<file path="src/rtl/btn_conditioner.sv">
// Push-button conditioner: sync, debounce, press/release strobes
// and auto-repeat stepping for the digit counter stage.
module btn_conditioner #(
    parameter int DEBOUNCE_CYCLES = 120000,
    parameter int HOLD_CYCLES     = 6000000,
    parameter int REPEAT_CYCLES   = 1200000
) (
    input  logic CLK,
    input  logic RST_N,
    input  logic BTN_N,
    output logic PRESSED,
    output logic PRESS_P,
    output logic RELEASE_P,
    output logic REPEAT_P,
    output logic HELD,
    output logic STEP_P
);

    localparam logic [1:0] IDLE      = 2'd0;
    localparam logic [1:0] WAIT_HOLD = 2'd1;
    localparam logic [1:0] REPEAT    = 2'd2;

    localparam logic [23:0] DB_LAST  = 24'(DEBOUNCE_CYCLES - 1);
    localparam logic [23:0] HLD_LAST = 24'(HOLD_CYCLES - 1);
    localparam logic [23:0] REP_LAST = 24'(REPEAT_CYCLES - 1);

    logic        s1;
    logic        s2;
    logic        db;
    logic [23:0] db_cnt;
    logic [23:0] cnt;
    logic [1:0]  state;
    logic        press_p;
    logic        release_p;
    logic        repeat_p;

    logic diff;
    logic hit;
    logic press_acc;
    logic rel_acc;

    assign diff      = (!s2) != db;
    assign hit       = diff && (db_cnt == DB_LAST);
    assign press_acc = hit && !db;
    assign rel_acc   = hit && db;

    always_ff @(posedge CLK) begin
        if (!RST_N) begin
            s1        <= 1'b1;
            s2        <= 1'b1;
            db        <= 1'b0;
            db_cnt    <= '0;
            press_p   <= 1'b0;
            release_p <= 1'b0;
        end else begin
            s1        <= BTN_N;
            s2        <= s1;
            press_p   <= press_acc;
            release_p <= rel_acc;
            if (!diff) begin
                db_cnt <= '0;
            end else if (hit) begin
                db     <= ~db;
                db_cnt <= '0;
            end else begin
                db_cnt <= db_cnt + 24'd1;
            end
        end
    end

    // A release accepted on a repeat edge suppresses that repeat.
    always_ff @(posedge CLK) begin
        if (!RST_N) begin
            state    <= IDLE;
            cnt      <= '0;
            repeat_p <= 1'b0;
        end else begin
            repeat_p <= 1'b0;
            case (state)
                IDLE: begin
                    if (press_acc) begin
                        state <= WAIT_HOLD;
                        cnt   <= '0;
                    end
                end
                WAIT_HOLD: begin
                    if (rel_acc) begin
                        state <= IDLE;
                        cnt   <= '0;
                    end else if (cnt == HLD_LAST) begin
                        state    <= REPEAT;
                        cnt      <= '0;
                        repeat_p <= 1'b1;
                    end else begin
                        cnt <= cnt + 24'd1;
                    end
                end
                REPEAT: begin
                    if (rel_acc) begin
                        state <= IDLE;
                        cnt   <= '0;
                    end else if (cnt == REP_LAST) begin
                        cnt      <= '0;
                        repeat_p <= 1'b1;
                    end else begin
                        cnt <= cnt + 24'd1;
                    end
                end
                default: begin
                    state <= IDLE;
                    cnt   <= '0;
                end
            endcase
        end
    end

    assign PRESSED   = db;
    assign PRESS_P   = press_p;
    assign RELEASE_P = release_p;
    assign REPEAT_P  = repeat_p;
    assign HELD      = (state == REPEAT);
    assign STEP_P    = press_p | repeat_p;

endmodule

</file>
<file path="config.mk">
export PLATFORM = sky130hd
export DESIGN_NAME = btn_conditioner
export DESIGN_NICKNAME = d
export VERILOG_FILES = /design/src/rtl/btn_conditioner.sv
export SDC_FILE = /design/constraint.sdc
export NUM_CORES = 1
export LEC_CHECK = 0
export ABC_AREA = 1
export BUFFER_PORTS_ARGS = -buffer_cell sky130_fd_sc_hd__buf_2
export CAP_MARGIN = 5
export CELL_PAD_IN_SITES_DETAIL_PLACEMENT = 0
export CELL_PAD_IN_SITES_GLOBAL_PLACEMENT = 1
export CORE_MARGIN = 1
export CORE_UTILIZATION = 50
export CTS_BUF_LIST = sky130_fd_sc_hd__clkbuf_2
export CTS_CLUSTER_DIAMETER = 120
export DETAILED_ROUTE_END_ITERATION = 12
export HOLD_SLACK_MARGIN = 0.15
export PLACE_DENSITY_LB_ADDON = 0.1
export SYNTH_ARGS = -nofsm -noshare
export SYNTH_HDL_FRONTEND = slang
export SYNTH_SLANG_ARGS = --single-unit
</file>
<file path="constraint.sdc">
create_clock -name CLK -period 2.6 [get_ports CLK]
set_input_delay 0.39 -clock CLK [delete_from_list [all_inputs] [get_ports CLK]]
set_output_delay 0.39 -clock CLK [all_outputs]
set_load 0.005 [all_outputs]
</file>
# Yosys cells after proc, flatten, opt, wreduce, memory -nomap -nowiden
# Cells that the tools add are included.
# W data, S select, Z words.
totals:
  regBits: 56
classes:
  addsub: 2
  n_eq_ne: 9
  mux: 16
  bitwise_logic: 4
  reduce_logical: 9
op_table:
  columns: ["operator", "count"]
  rows:
  - ["$mux W24", 5]
  - ["$pmux W24 S3", 1]
  - ["$add A24 B1 Y24 const B", 2]
  - ["$eq A24 B17 Y1 const B", 1]
  - ["$eq A24 B21 Y1 const B", 1]
  - ["$eq A24 B23 Y1 const B", 1]
  - ["$mux W2", 4]
  - ["$pmux W2 S3", 1]
  - ["$mux W1", 4]
  - ["$logic_and A1 B1 Y1", 3]
  - ["$ne A3 B3 Y1 const B", 1]
  - ["$not A1 Y1", 3]
  - ["$reduce_and A3 Y1", 1]
  - ["$reduce_or A3 Y1", 1]
  - ["$eq A2 B1 Y1 const B", 1]
  - ["$eq A2 B2 Y1 const B", 1]
  - ["$logic_not A1 Y1", 2]
  - ["$logic_not A2 Y1", 1]
  - ["$ne A2 B1 Y1 const B", 1]
  - ["$ne A2 B2 Y1 const B", 1]
  - ["$pmux W1 S2", 1]
  - ["$reduce_and A2 Y1", 1]
  - ["$ne A1 B1 Y1", 1]
  - ["$or A1 B1 Y1", 1]

# Longest topological paths before layout
# Gate-level depths: netlist (run 1).
logic_depth:
  ltp_word: 6
  mapped_depth: 12
  ltp_nobuf: 12

# Least setup slack after synthesis (run 1)
# Ideal clock, no wire load.
synth_path:
  kind: "reg2reg"
  from: "reg cnt[0]"
  to: "reg cnt[10]"
  setup_time_ns: 0.138
  arrival_ns: 1.564
  slack_ns: 0.898
  stages_incl_launch_ff: 10
  n_path_buf: 1
  synth_period_minus_slack_ns: 1.702
  path_cell_list: "dfxtp_1 -> ha_1 -> nand3_1 -> nor3_1 -> nand4_1 -> nand3_1 -> nand2_2 -> buf_2 -> nand2_1 -> a21oi_2"
synth_via:
  elab_chain_len: 4
  word_cells_on_any_way: 8
  classes_between: "1 x add/sub; 2 x eq/ne; 5 x mux"
synth_rtl:
  columns: ["element", "line_no", "rtl"]
  rows:
  - ["start, declared", "31", "logic [23:0] cnt;"]
  - ["start signal, assigned", "95", "cnt <= cnt + 24'd1;"]
  - ["start signal, assigned", "106", "cnt <= cnt + 24'd1;"]
  - ["$add A24 B1 Y24, or another cell as far along", "95, 106", null]
  - ["$mux W24, on equally long branches", "102, 90", null]
  - ["$mux W24, on equally long branches", "99, 87", null]
  - ["$pmux W24 S3 *", "79", "case (state)"]
# Every way passes the cells marked *; elsewhere a longest branch is shown, timed or not.
# A chain may end at the register's enable or synchronous reset.

# Final worst setup path (run 1)
layout_path:
  from: "reg cnt[0]"
  to: "reg cnt[16]"
# Same word-level chain as after synthesis.

==> impl_metrics.tcl, run 1 <==
set metrics [dict create \
    first_global_vias 2781 \
    path_class "reg -> reg" \
    yosys.area.top_type "dfxtp_1" \
    synth.avg_cell_area_um2 6.50 \
    drt-vias-per-instance 5.16 \
    p_switching_mw 0.366 \
    clkPwrFrac 0.277 \
    internal_power_mw 0.959 \
    outcome "finished, final reports clean" \
    path_clk_slew_ps 310 \
    die_x_um 83.3 \
    min_period_ps 2210 \
    antenna_found_initial 0 \
    finalSetupTns_ps 0 \
    finalHoldViolCount 0 \
    cp.required_ps 2970 \
    yosys_warnings 0 \
    coreArea_mm2 0.00635 \
    drc_errors 0 \
    holdWs_ps 466 \
    fin_crit_sh 0.848 \
    cts_buffers 5 \
    num_io_pins 9 \
    slew_violations 0 \
    die_h_um 83.3 \
    cp_max_fo 24 \
    relSlewSlack 0.557 \
    die_area_mm2 0.00694 \
    ir_drop_v 0.000250 \
    first_iter_violations 189 \
    final_layout_size_suffix_gt1_frac 0.116 \
    grt_pass1_wl_um 13100 \
    dp.cells 583 \
    grt_usage 0.228 \
    cts_tree "built" \
    dp_slack_ps 435 \
    cellLeakagePower_nw 1.14 \
    fin_ws_ps 394 \
    place.gp.congestion 0.891 \
    placement.io_buffers 8 \
    wire_per_inst_um 12.5 \
    ctsLongestPathBuffers 2 \
    fin_cells 593 \
    p_per_area_mw_per_mm2 383 \
    fin_skew_ps 14.8 \
    setup_violations 0 \
    total_power_mw 1.33 \
    via_count 3058 \
    min_path_type "reg -> reg" \
    clock_sinks 56 \
    drv_cap 0 \
    cp.arrival_ps 2580 \
    comb_power_share 0.067 \
    grt_setup_unrepaired "false" \
    cp-start-kind "flip-flop" \
    p_seq_frac 0.655 \
    n_antenna_cell 0 \
    hpwlAfterDp_um 5480 \
    synthCells 508 \
    syn_area_mm2 0.00330 \
    ys_types 35 \
    fmax_mhz 453 \
    grt_max_degree 28 \
    floorplan.initialDensity 0.520 \
    crit_path_end_kind "flip-flop" \
    swShare 0.276 \
    rows 29 \
    yosys-top-cells-area "dfxtp_1 (34%), nand2_1 (15%), nor2_1 (8.6%)" \
    clk-insertion-delay-late_ps 460 \
    ant_nets 0 \
    dr.pass1.iters 5 \
    synth_top_area_share 0.339 \
    cts_max_level 2 \
    worst_pin_slew_ps 664 \
    layout.nets 523 \
    synth_nets 516 \
    routed_wl_um 7420 \
    ys_ff_latch 56 \
    overflow 0 \
    yosysSeqAreaShare 0.339 \
    syn2layout_area_growth_pct 4.77 \
    root_buffer "clkbuf_2" \
]
metal layers:
layer  vias to the layer above  routed length (µm)  track usage
met5                         -                   0            0
met4                         0                  42       0.0455
met3                         4                 260       0.0328
met2                        55                3090        0.345
met1                      1371                4030        0.343
li1                       1628                   -            -
critical path, stage by stage, from the launching register on:
cell	delay (ps)
dfxtp_1	470
ha_1	200
nand3_1	140
nor3_1	430
nand4_1	190
nand3_1	140
nand2_2	290
nand2_1	190
a21oi_2	60
cells in the final DEF (no fill, tap or decap), types with 2 or more instances in the layout:
cell type and instances:
nand2_1 135, nor2_1 76, inv_1 57, dfxtp_1 56
nand3_1 36, a21oi_1 27, nor2_2 15, nor3_1 14
xor2_1 12, nand4_1 11, a21oi_2 10, buf_2 8
o21ai_0 7, or2_2 6, xnor2_1 6, ha_1 5
clkbuf_2 5, nor3b_1 3, nand2_2 2, nand3_2 2
nand2_4 2, nor4_1 2, dlygate4sd3_1 2, buf_4 2
worst paths after layout:
check	slack, ps	endpoint	depth (start not counted)	from
min	470	s2	1	s1
max	390	cnt[16]	8	cnt[0]
min reg2reg	470	s2	1	s1
max reg2reg	390	cnt[16]	8	cnt[0]
Yosys cell counts:
master,count
a21boi_0,1
nand4_2,1
nand2_4,2
and2_1,1
o22ai_1,1
inv_2,1
xor2_1,12
buf_2,7
nor3b_1,3
o21a_1,1
inv_1,57
nor2_4,1
nor3_1,14
nor3_2,1
clkbuf_1,4
nand2_2,2
o21ba_2,1
ha_1,5
o211ai_1,1
nor2_2,15
dfxtp_1,56
a21oi_2,10
a211oi_1,1
nor4_1,2
or2_2,6
nand3_1,36
nand2_1,135
nor2_1,76
buf_6,1
o21ai_0,7
nand4_1,11
nand3_2,2
xnor2_1,6
a21oi_1,27
a31oi_1,1
power groups by stage:
stage	Combinational [mW]	Clock, mW	Sequential, mW
after floorplan	0.0683	0	0.883
after CTS	0.0883	0.392	0.869
after global placement	0.0852	0	0.883
after detailed placement	0.0857	0	0.883
final	0.0894	0.367	0.869
after global routing	0.0984	0.414	0.871
state kept, by name, summed over array words and instances, names as in the netlist:
signal,cells
REPEAT_P,1
db_cnt,24
s2,1
PRESSED,1
RELEASE_P,1
cnt,24
PRESS_P,1
state,2
s1,1
per-stage QoR:
| stage | utilization | area, µm² |
|---|---|---|
| final | 0.545 | 3460 |
| after global routing | 0.545 | 3460 |
| after CTS | 0.545 | 3460 |
| after detailed placement | 0.534 | 3390 |
| after global placement | 0.534 | 3390 |
| after floorplan | - | 3300 |
cell type report:
type	count	area [µm²]
clock buffers	5	25.0
clock inverters	3	22.5
fillers	660	2890
inverters	58	218
multi-input cells	382	1900
flip-flops and latches	56	1120
well taps	77	96.3
repair buffers	12	75.1
what timing repair did:
action / CTS / global route
gates resized for setup: 0 / 0
buffers inserted: 0 / 0
hold buffers: 2 / 0
endpoints found under the hold margin: 2 / 0
kinds of logic after synthesis:
group	Yosys count	share of synthesized area
buf+inv	70	0.0845
compound gates	51	0.0939
xor+xnor	18	0.0477
flops	56	0.339
simple gates	308	0.416
fa+ha+maj	5	0.0189
Note: power is estimated with default switching activity, not from simulation.
==> run 2: changes to the inputs <==
--- a/config.mk
+++ b/config.mk
@@ -11,7 +11,7 @@
 export CELL_PAD_IN_SITES_DETAIL_PLACEMENT = 0
 export CELL_PAD_IN_SITES_GLOBAL_PLACEMENT = 1
 export CORE_MARGIN = 1
-export CORE_UTILIZATION = 50
+export CORE_UTILIZATION = 46
 export CTS_BUF_LIST = sky130_fd_sc_hd__clkbuf_2
 export CTS_CLUSTER_DIAMETER = 120
 export DETAILED_ROUTE_END_ITERATION = 12
==> constraint.sdc (replaced) <==
create_clock -name CLK -period 2.2 [get_ports CLK]
set_input_delay 0.33 -clock CLK [delete_from_list [all_inputs] [get_ports CLK]]
set_output_delay 0.33 -clock CLK [all_outputs]
set_load 0.005 [all_outputs]
==> run 2 against run 1 <==
Net effect: sequential power increased by 19%; clock skew increased by 6.0 ps; first-iteration DRC count grew 0.53%; utilization fell by 2.6 points; fmax up 10%; global-route usage down 1.3 points; via count shrank 0.36%; register-to-register slack worse by 190 ps; critical endpoint is now db_cnt[22]; largest cell class unchanged; largest power group unchanged; highest routed layer unchanged.
==> impl_metrics.tcl, run 2 (synthesis gave the netlist of run 1 again) <==
set metrics [dict create \
    hpwlAfterDp_um 5530 \
    fin_skew_ps 20.9 \
    syn2layout_area_growth_pct 7.88 \
    p_seq_frac 0.608 \
    num_io_pins 9 \
    drv_cap 0 \
    routed_wl_um 7470 \
    cts_buffers 5 \
    clk-insertion-delay-late_ps 460 \
    first_iter_violations 190 \
    layout.nets 527 \
    fin_crit_sh 0.909 \
    grt_pass1_wl_um 12900 \
    n_antenna_cell 0 \
    root_buffer "clkbuf_2" \
    wire_per_inst_um 12.1 \
    cp.arrival_ps 2390 \
    comb_power_share 0.065 \
    die_area_mm2 0.00752 \
    cp-start-kind "flip-flop" \
    path_clk_slew_ps 300 \
    rows 30 \
    die_x_um 86.7 \
    grt_usage 0.215 \
    clkPwrFrac 0.327 \
    overflow 0 \
    clock_sinks 56 \
    outcome "finished, final reports clean" \
    final_common_cell "nand2_1" \
    finalSetupTns_ps 0 \
    swShare 0.257 \
    first_global_vias 2709 \
    relSlewSlack 0.549 \
    cts_setup_buffers 0 \
    utilization 0.519 \
    place.gp.congestion 0.906 \
    drc_errors 0 \
    ctsLongestPathBuffers 2 \
    internal_power_mw 1.25 \
    placement.io_buffers 8 \
    worstReg2RegStart "db_cnt[0]" \
    worst_pin_slew_ps 676 \
    final_cell_mix "nand2_1 (135), nor2_1 (76), inv_1 (57)" \
    antenna_found_initial 0 \
    slew_violations 0 \
    path_class "reg -> reg" \
    floorplan.initialDensity 0.481 \
    via_count 3047 \
    reg_top3 "cnt (24), db_cnt (24), state (2)" \
    fmax_mhz 500 \
    worstSetupStartpoint "db_cnt[0]" \
    hp-start "s1" \
    ant_nets 0 \
    p_per_area_mw_per_mm2 474 \
    dr.pass1.iters 4 \
    final_layout_size_suffix_gt1_frac 0.125 \
    grt_max_degree 28 \
    coreArea_mm2 0.00687 \
    p_switching_mw 0.433 \
    grt_setup_unrepaired "false" \
    finalHoldViolCount 0 \
    cp.required_ps 2590 \
    cts_tree "built" \
    drt-vias-per-instance 4.95 \
    die_h_um 86.7 \
    crit_path_end_kind "flip-flop" \
    cts_max_level 2 \
    cp_max_fo 4 \
    min_period_ps 2000 \
    ir_drop_v 0.000219 \
    setup_violations 0 \
    cellLeakagePower_nw 1.17 \
    min_path_type "reg -> reg" \
]
-- run 2: cell types whose count changed in the layout (fill, tap and decap cells not counted), sizes merged --
cell / previous run / this run
buf: 10 / 14
clkinv: 2 / 0
bufinv: 0 / 1
clkbuf: 5 / 6
-- run 2: through the flow --
| step | std cells | area [µm²] | hold WS (ps) | setup WS, ps | total power [mW] |
|---|---|---|---|---|---|
| after floorplan | 508 | 3300 | 393 | 498 | 1.12 |
| after global placement | 606 | 3460 | 397 | 156 | 1.15 |
| after detailed placement | 606 | 3460 | 398 | 98.9 | 1.15 |
| after CTS | 616 | 3550 | 456 | 53.6 | 1.72 |
| after global routing | 616 | 3560 | 471 | 1.84 | 1.77 |
| final | 616 | 3560 | 454 | 201 | 1.69 |
-- run 2: layout make-up --
type	count	area, µm²
Clock inverter	2	38.8
Timing Repair Buffer	16	118
Sequential cell	56	1120
Tap cell	96	120
Inverter	58	218
Multi-Input combinational cell	382	1920
Fill cell	752	3310
Clock buffer	6	30.0
-- run 2: per-layer routing --
metal	wire (µm)	track usage
met5	0	0
met4	65	0.0500
met3	211	0.0314
met2	3020	0.310
met1	4170	0.331
-- run 2: timing repair --
item	in CTS	in global routing
hold endpoints to repair	2	0
resized for setup	0	3
hold buffers	2	0
endpoints found under the setup margin	0	26
-- run 2: power groups by stage --
stage	logic, mW	clock network [mW]	registers (mW)
2_1_floorplan	0.0807	0	1.04
3_5_place_dp	0.107	0	1.04
5_1_grt	0.122	0.619	1.03
6_report	0.109	0.551	1.03
4_1_cts	0.110	0.579	1.03
3_3_place_gp	0.106	0	1.04
-- run 2: path summary, 6_finish.rpt --
check | to | slack (ps) | depth (start not counted)
max | db_cnt[22] | 200 | 12
min | s2 | 450 | 1
max reg2reg | db_cnt[22] | 200 | 12
min reg2reg | s2 | 450 | 1
-- run 2: worst max-delay path, stage by stage, from the launching register on --
cell and delay, ps:
dfxtp_1 430, ha_1 170, nand2_1 100, nor2_4 130
inv_1 60, nor2_1 180, nand2_1 180, nor2_4 160
nand3_2 120, nor2_2 180, nand4_1 100, nand2_1 70
nor2_1 40
